$ cat src/rtl/mem_trace_recorder.sv
`timescale 1ns/1ps
// mem_trace_recorder
// Passive monitor for NUM_CH req/gnt/rvalid memory ports. Each completed
// transaction becomes a record {channel, grant timestamp, latency, we, addr,
// data}. Per-channel staging registers feed a shared FIFO through a
// round-robin arbiter; the FIFO is read out over a valid/ready port.
// Ports:
//   clk_i, rst_ni          clock, async active-low reset
//   trace_en_i             capture enable (completions always recorded)
//   ch_req_i/ch_gnt_i      per-channel request/grant
//   ch_we_i/ch_addr_i/ch_wdata_i   request attributes, packed per channel
//   ch_rvalid_i/ch_rdata_i response valid/data, packed per channel
//   tr_valid_o/tr_ready_i  FIFO head handshake
//   tr_ch_o..tr_data_o     FIFO head record fields (zero when empty)
//   fill_o                 FIFO occupancy 0..DEPTH
//   drop_cnt_o             saturating count of lost records
//   proto_err_o            sticky protocol violation flag
module mem_trace_recorder #(
    parameter int NUM_CH     = 2,
    parameter int ADDR_WIDTH = 32,
    parameter int DATA_WIDTH = 32,
    parameter int DEPTH      = 8,
    parameter int TS_WIDTH   = 16,
    parameter int LAT_WIDTH  = 8
) (
    input  logic                                        clk_i,
    input  logic                                        rst_ni,
    input  logic                                        trace_en_i,
    input  logic [NUM_CH-1:0]                           ch_req_i,
    input  logic [NUM_CH-1:0]                           ch_gnt_i,
    input  logic [NUM_CH-1:0]                           ch_we_i,
    input  logic [NUM_CH*ADDR_WIDTH-1:0]                ch_addr_i,
    input  logic [NUM_CH*DATA_WIDTH-1:0]                ch_wdata_i,
    input  logic [NUM_CH-1:0]                           ch_rvalid_i,
    input  logic [NUM_CH*DATA_WIDTH-1:0]                ch_rdata_i,
    output logic                                        tr_valid_o,
    input  logic                                        tr_ready_i,
    output logic [((NUM_CH > 1) ? $clog2(NUM_CH) : 1)-1:0] tr_ch_o,
    output logic [TS_WIDTH-1:0]                         tr_ts_o,
    output logic [LAT_WIDTH-1:0]                        tr_lat_o,
    output logic                                        tr_we_o,
    output logic [ADDR_WIDTH-1:0]                       tr_addr_o,
    output logic [DATA_WIDTH-1:0]                       tr_data_o,
    output logic [$clog2(DEPTH):0]                      fill_o,
    output logic [15:0]                                 drop_cnt_o,
    output logic                                        proto_err_o
);
    localparam int CH_W  = (NUM_CH > 1) ? $clog2(NUM_CH) : 1;
    localparam int PTR_W = $clog2(DEPTH);

    typedef struct packed {
        logic [TS_WIDTH-1:0]   ts;
        logic [LAT_WIDTH-1:0]  lat;
        logic                  we;
        logic [ADDR_WIDTH-1:0] addr;
        logic [DATA_WIDTH-1:0] data;
    } rec_t;

    typedef struct packed {
        logic [CH_W-1:0] ch;
        rec_t            rec;
    } fent_t;

    logic [TS_WIDTH-1:0]   r_ts;
    logic [NUM_CH-1:0]     r_out, r_we, r_stg_vld;
    logic [ADDR_WIDTH-1:0] r_addr  [NUM_CH];
    logic [DATA_WIDTH-1:0] r_wdata [NUM_CH];
    logic [TS_WIDTH-1:0]   r_gts   [NUM_CH];
    logic [LAT_WIDTH-1:0]  r_lat   [NUM_CH];
    rec_t                  r_stg   [NUM_CH];
    fent_t                 r_mem   [DEPTH];
    logic [PTR_W-1:0]      r_wp, r_rp;
    logic [PTR_W:0]        r_cnt;
    logic [CH_W-1:0]       r_rr;
    logic [15:0]           r_drop;
    logic                  r_perr;

    logic                  w_win_vld, w_push, w_pop;
    logic [CH_W-1:0]       w_win;
    int                    w_dist, w_best;
    logic [NUM_CH-1:0]     w_drain, w_cmpl, w_drop, w_cap, w_perr;
    logic [4:0]            w_ndrop;
    logic [16:0]           w_drop_sum;
    fent_t                 w_head;

    // Round-robin: pick the valid staging entry closest at-or-after r_rr.
    always_comb begin
        w_win     = '0;
        w_win_vld = 1'b0;
        w_best    = NUM_CH;
        w_dist    = 0;
        for (int c = 0; c < NUM_CH; c++) begin
            if (r_stg_vld[c]) begin
                w_dist = (c >= int'(r_rr)) ? c - int'(r_rr) : c + NUM_CH - int'(r_rr);
                if (w_dist < w_best) begin
                    w_best    = w_dist;
                    w_win     = CH_W'(c);
                    w_win_vld = 1'b1;
                end
            end
        end
    end

    assign w_pop  = (r_cnt != '0) && tr_ready_i;
    // A full FIFO still accepts a push when the head is popped this cycle.
    assign w_push = w_win_vld && ((r_cnt != (PTR_W+1)'(DEPTH)) || w_pop);

    always_comb begin
        w_drain = '0;
        w_cmpl  = '0;
        w_drop  = '0;
        w_cap   = '0;
        w_perr  = '0;
        w_ndrop = '0;
        for (int c = 0; c < NUM_CH; c++) begin
            w_drain[c] = w_push && (w_win == CH_W'(c));
            w_cmpl[c]  = ch_rvalid_i[c] && r_out[c];
            w_drop[c]  = w_cmpl[c] && r_stg_vld[c] && !w_drain[c];
            // A same-cycle completion frees the slot for a new capture.
            w_cap[c]   = ch_req_i[c] && ch_gnt_i[c] && trace_en_i &&
                         (!r_out[c] || ch_rvalid_i[c]);
            w_perr[c]  = (ch_rvalid_i[c] && !r_out[c]) ||
                         (ch_req_i[c] && ch_gnt_i[c] && r_out[c] && !ch_rvalid_i[c]);
            w_ndrop    = w_ndrop + 5'(w_drop[c]);
        end
    end

    assign w_drop_sum = {1'b0, r_drop} + 17'(w_ndrop);

    // Per-channel outstanding tracking and staging.
    always_ff @(posedge clk_i or negedge rst_ni) begin
        if (!rst_ni) begin
            r_out     <= '0;
            r_we      <= '0;
            r_stg_vld <= '0;
            for (int c = 0; c < NUM_CH; c++) begin
                r_addr[c]  <= '0;
                r_wdata[c] <= '0;
                r_gts[c]   <= '0;
                r_lat[c]   <= '0;
                r_stg[c]   <= '0;
            end
        end else begin
            for (int c = 0; c < NUM_CH; c++) begin
                if (w_cap[c]) begin
                    r_out[c]   <= 1'b1;
                    r_we[c]    <= ch_we_i[c];
                    r_addr[c]  <= ch_addr_i[c*ADDR_WIDTH +: ADDR_WIDTH];
                    r_wdata[c] <= ch_wdata_i[c*DATA_WIDTH +: DATA_WIDTH];
                    r_gts[c]   <= r_ts;
                    // Counter reads k in the cycle k after the grant.
                    r_lat[c]   <= LAT_WIDTH'(1);
                end else if (w_cmpl[c]) begin
                    r_out[c]   <= 1'b0;
                end else if (r_out[c] && (r_lat[c] != '1)) begin
                    r_lat[c]   <= r_lat[c] + 1'b1;
                end

                if (w_cmpl[c] && !w_drop[c]) begin
                    r_stg_vld[c] <= 1'b1;
                    r_stg[c]     <= '{ts:   r_gts[c],
                                      lat:  r_lat[c],
                                      we:   r_we[c],
                                      addr: r_addr[c],
                                      data: r_we[c] ? r_wdata[c]
                                                    : ch_rdata_i[c*DATA_WIDTH +: DATA_WIDTH]};
                end else if (w_drain[c]) begin
                    r_stg_vld[c] <= 1'b0;
                end
            end
        end
    end

    // Timestamp, FIFO pointers, arbiter pointer and status counters.
    always_ff @(posedge clk_i or negedge rst_ni) begin
        if (!rst_ni) begin
            r_ts   <= '0;
            r_wp   <= '0;
            r_rp   <= '0;
            r_cnt  <= '0;
            r_rr   <= '0;
            r_drop <= '0;
            r_perr <= 1'b0;
        end else begin
            r_ts <= r_ts + 1'b1;
            if (w_push) begin
                r_wp <= r_wp + 1'b1;
                r_rr <= (w_win == CH_W'(NUM_CH-1)) ? '0 : w_win + 1'b1;
            end
            if (w_pop) r_rp <= r_rp + 1'b1;
            if (w_push && !w_pop)      r_cnt <= r_cnt + 1'b1;
            else if (!w_push && w_pop) r_cnt <= r_cnt - 1'b1;
            r_drop <= w_drop_sum[16] ? 16'hFFFF : w_drop_sum[15:0];
            if (|w_perr) r_perr <= 1'b1;
        end
    end

    // Storage needs no reset: reads are masked by the occupancy count.
    always_ff @(posedge clk_i) begin
        if (w_push) r_mem[r_wp] <= '{ch: w_win, rec: r_stg[w_win]};
    end

    assign w_head      = (r_cnt != '0) ? r_mem[r_rp] : '0;
    assign tr_valid_o  = (r_cnt != '0);
    assign tr_ch_o     = w_head.ch;
    assign tr_ts_o     = w_head.rec.ts;
    assign tr_lat_o    = w_head.rec.lat;
    assign tr_we_o     = w_head.rec.we;
    assign tr_addr_o   = w_head.rec.addr;
    assign tr_data_o   = w_head.rec.data;
    assign fill_o      = r_cnt;
    assign drop_cnt_o  = r_drop;
    assign proto_err_o = r_perr;

endmodule

$ cat config.mk
export PLATFORM = sky130hd
export DESIGN_NAME = mem_trace_recorder
export DESIGN_NICKNAME = d
export VERILOG_FILES = /design/src/rtl/mem_trace_recorder.sv
export SDC_FILE = /design/constraint.sdc
export NUM_CORES = 2
export LEC_CHECK = 0
export ABC_AREA = 1
export CAP_MARGIN = 10
export CORE_UTILIZATION = 41
export CTS_BUF_LIST = sky130_fd_sc_hd__clkbuf_8
export CTS_CLUSTER_SIZE = 24
export DETAILED_ROUTE_END_ITERATION = 6
export DONT_BUFFER_PORTS = 1
export MAX_ROUTING_LAYER = met4
export PLACE_DENSITY = 0.61
export SKIP_CTS_REPAIR_TIMING = 1
export SLEW_MARGIN = 30
export SYNTH_ARGS = -nofsm -noshare
export SYNTH_HDL_FRONTEND = slang
export SYNTH_SLANG_ARGS = --single-unit
$ cat constraint.sdc
create_clock -name clk_i -period 6.3 [get_ports clk_i]
set_clock_uncertainty 0.1 [all_clocks]
set_input_delay 1.26 -clock clk_i [delete_from_list [all_inputs] [get_ports clk_i]]
set_output_delay 1.26 -clock clk_i [all_outputs]
set_load 0.05 [all_outputs]
==> out/qor.csv <==
metric;value;unit
cts-root-buf;clkbuf_8;
netlist_area;46300;µm²
syn_inst;4473;
met1_usage;0.317;
relSlewSlack;0.293;
status;finished, final reports clean;
grt_pass1_vias;31000;
row_count;122;
crit_path_end_kind;output port;
place_area;47700;µm²
p_int;15100;µW
synth_edf_count;720;
drive_gt1_frac;0.0894;
async_reset_ff_frac;0.359;
fin_crit;5.31;ns
yosysWarnings;0;
num_vias;31600;
synthFlopType;edfxtp_1;
grt_pass1_wl;191000;µm
clock-sinks;1124;
grtUsageMet3;0.0439;
synth_common_cells;1480 x nand2_1, 720 x edfxtp_1, 585 x nor2_1;
drtPass1Iterations;7;
wl_per_cell;21.0;µm
io_pins;316;
ant_nets;0;
met2_usage;0.342;
netSwitchingFraction;0.431;
dp_slack;1.85;ns
grt-ovfl-total;0;
critPathLaunchType;flop;
p_leak;0.0218;µW
route.detailed.drc;0;
ys_types;32;
hold_slack;0.0718;ns
combPwrFrac;0.360;
first_iter_violations;2299;
setup_ws;0.989;ns
worst_skew_pair.late_latency;0.86;ns
critPathMaxFanout;68;
synth.most_common_cell;nand2_1;
hp-class;in2async;
ff2ff_path_depth;7;
numCtsBuffers;187;
finalCritPeriodShare;0.843;
grt_max_degree;405;
place_congestion;0.808;
peakVddDrop;0.000381;V
busiest_layer;met2;
synth_seq_area_share;0.685;
path_class;reg2out;
r2r_start;fill_o[0]$_DFFE_PN0P_;
dp_hpwl;71800;µm
grt_antenna_before_repair;11;
syn2layout_area_growth;11.5;%
worst_slew_pin_slew;1.06;ns
power_density;512;nW/µm²
finalSetupViolCount;0;
finalInstanceArea;51600;µm²
die_area;114000;µm²
syn-num-nets;4688;
htreeDepth;4;
clock.fmax;188;MHz
maxSlewViolCount;0;
rsz0062_at_grt;no;
synth_area_per_cell;10.4;µm²
cp.required;4.94;ns
cts_tree;yes;
core;111000;µm²
grtUsageTotal;0.230;
die_y;338;µm
yosys-top-cells-area;edfxtp_1 47%, dfrtp_1 22%, nand2_1 12%;
via_per_inst;5.15;
r2r_end;r_mem[7][72]$_DFFE_PP_;
cts_buffer_depth;3;
ys_seq_elements;1124;
power_frac_clock;0.240;
hold_viol;0;
port_buffers;0;
die_w;338;µm
fin_setup_tns;0;ns
critPathArrivalTime;3.95;ns
synth_area_leader_cell;edfxtp_1;
cap_violations;0;
clk_pin_slew_worst_paths;0.06;ns
p_switching;11400;µW
start_util;0.416;
nets;4689;
detail_route.wirelength;129000;µm
yosys.area.top_type_share;0.467;
pwr-share-seq;0.399;
r2r_slack;2.70;ns
==> registers in the layout, indices dropped and copies added (netlist names), 4 cells and up <==
register,cells
drop_cnt_o,16
fill_o,4
r_addr,64
r_gts,32
r_lat,16
r_mem,720
r_stg,178
r_ts,16
r_wdata,64
==> through the flow <==
stage / power (µW) / cells / utilization
6_report: 26400 / 6127 / 0.464
4_1_cts: 26600 / 6107 / 0.462
2_1_floorplan: 17300 / 4473 / -
3_5_place_dp: 20200 / 5763 / 0.429
3_3_place_gp: 20000 / 5763 / 0.428
5_1_grt: 27900 / 6122 / 0.464
==> final cells by class <==
cell class / instances / area [µm²]
well taps: 1488 / 1860
fillers: 10400 / 59700
multi-input cells: 3022 / 13300
repair buffers: 73 / 699
diodes: 10 / 25.0
clock buffers: 215 / 2960
inverters: 66 / 268
flip-flops and latches: 1124 / 31700
clock inverters: 129 / 747
==> cells by family (layout without fill, tap and decap cells) <==
kind of cell    Yosys count  after routing  synth area share
mux                      64             64            0.0147
simple gates           2370           2370             0.201
fa+ha+maj                11             11           0.00330
other cells               0             10                 0
xor+xnor                 25             25           0.00473
flops                  1124           1124             0.685
buf+inv                 327            483            0.0310
compound gates          552            552            0.0597
==> cell usage in the layout, fill, tap and decap left out, drive strengths merged, types with 6 or more instances in the layout <==
master          n
a21oi          98
buf            65
clkbuf        215
clkinv         51
dfrtp         404
diode          10
dlygate4sd3     8
edfxtp        720
ha              9
inv           137
mux2           32
mux2i          32
nand2        1483
nand3         271
nand4           7
nor2          585
nor3           14
o21ai         453
or2             6
xor2           22
==> worst max path at each step <==
stage	from	to
5_1_grt	r_rp[1]$_DFFE_PN0N_	tr_addr_o[29]
2_1_floorplan	tr_ready_i	r_mem[0][0]$_DFFE_PP_
4_1_cts	r_rp[1]$_DFFE_PN0N_	tr_data_o[3]
6_report	r_rp[1]$_DFFE_PN0N_	tr_data_o[3]
3_3_place_gp	r_rp[1]$_DFFE_PN0N_	tr_addr_o[23]
3_5_place_dp	r_rp[1]$_DFFE_PN0N_	tr_data_o[3]
==> critical path: stages (launching register included) <==
cell	delay [ns]
dfrtp_4	1.03
inv_6	0.45
buf_12	0.33
nor2_1	0.15
o21ai_0	0.09
nand3_1	0.11
nand2_1	0.06
nor2_1	0.76
==> power by group through the flow <==
stage | Combinational, µW | Clock (µW) | Sequential, µW
after global routing | 10400 | 6820 | 10700
after global placement | 9380 | 0 | 10700
final | 9530 | 6360 | 10600
after detailed placement | 9530 | 0 | 10700
after CTS | 9560 | 6500 | 10600
after floorplan | 6870 | 0 | 10400
==> routing by layer <==
| layer | routed length [µm] | share of wire |
|---|---|---|
| met3 | 8050 | 0.063 |
| met1 | 59300 | 0.46 |
| met4 | 3260 | 0.025 |
| met5 | 0 | 0 |
| met2 | 58000 | 0.45 |
No activity file was read; power rests on OpenSTA's default activity.
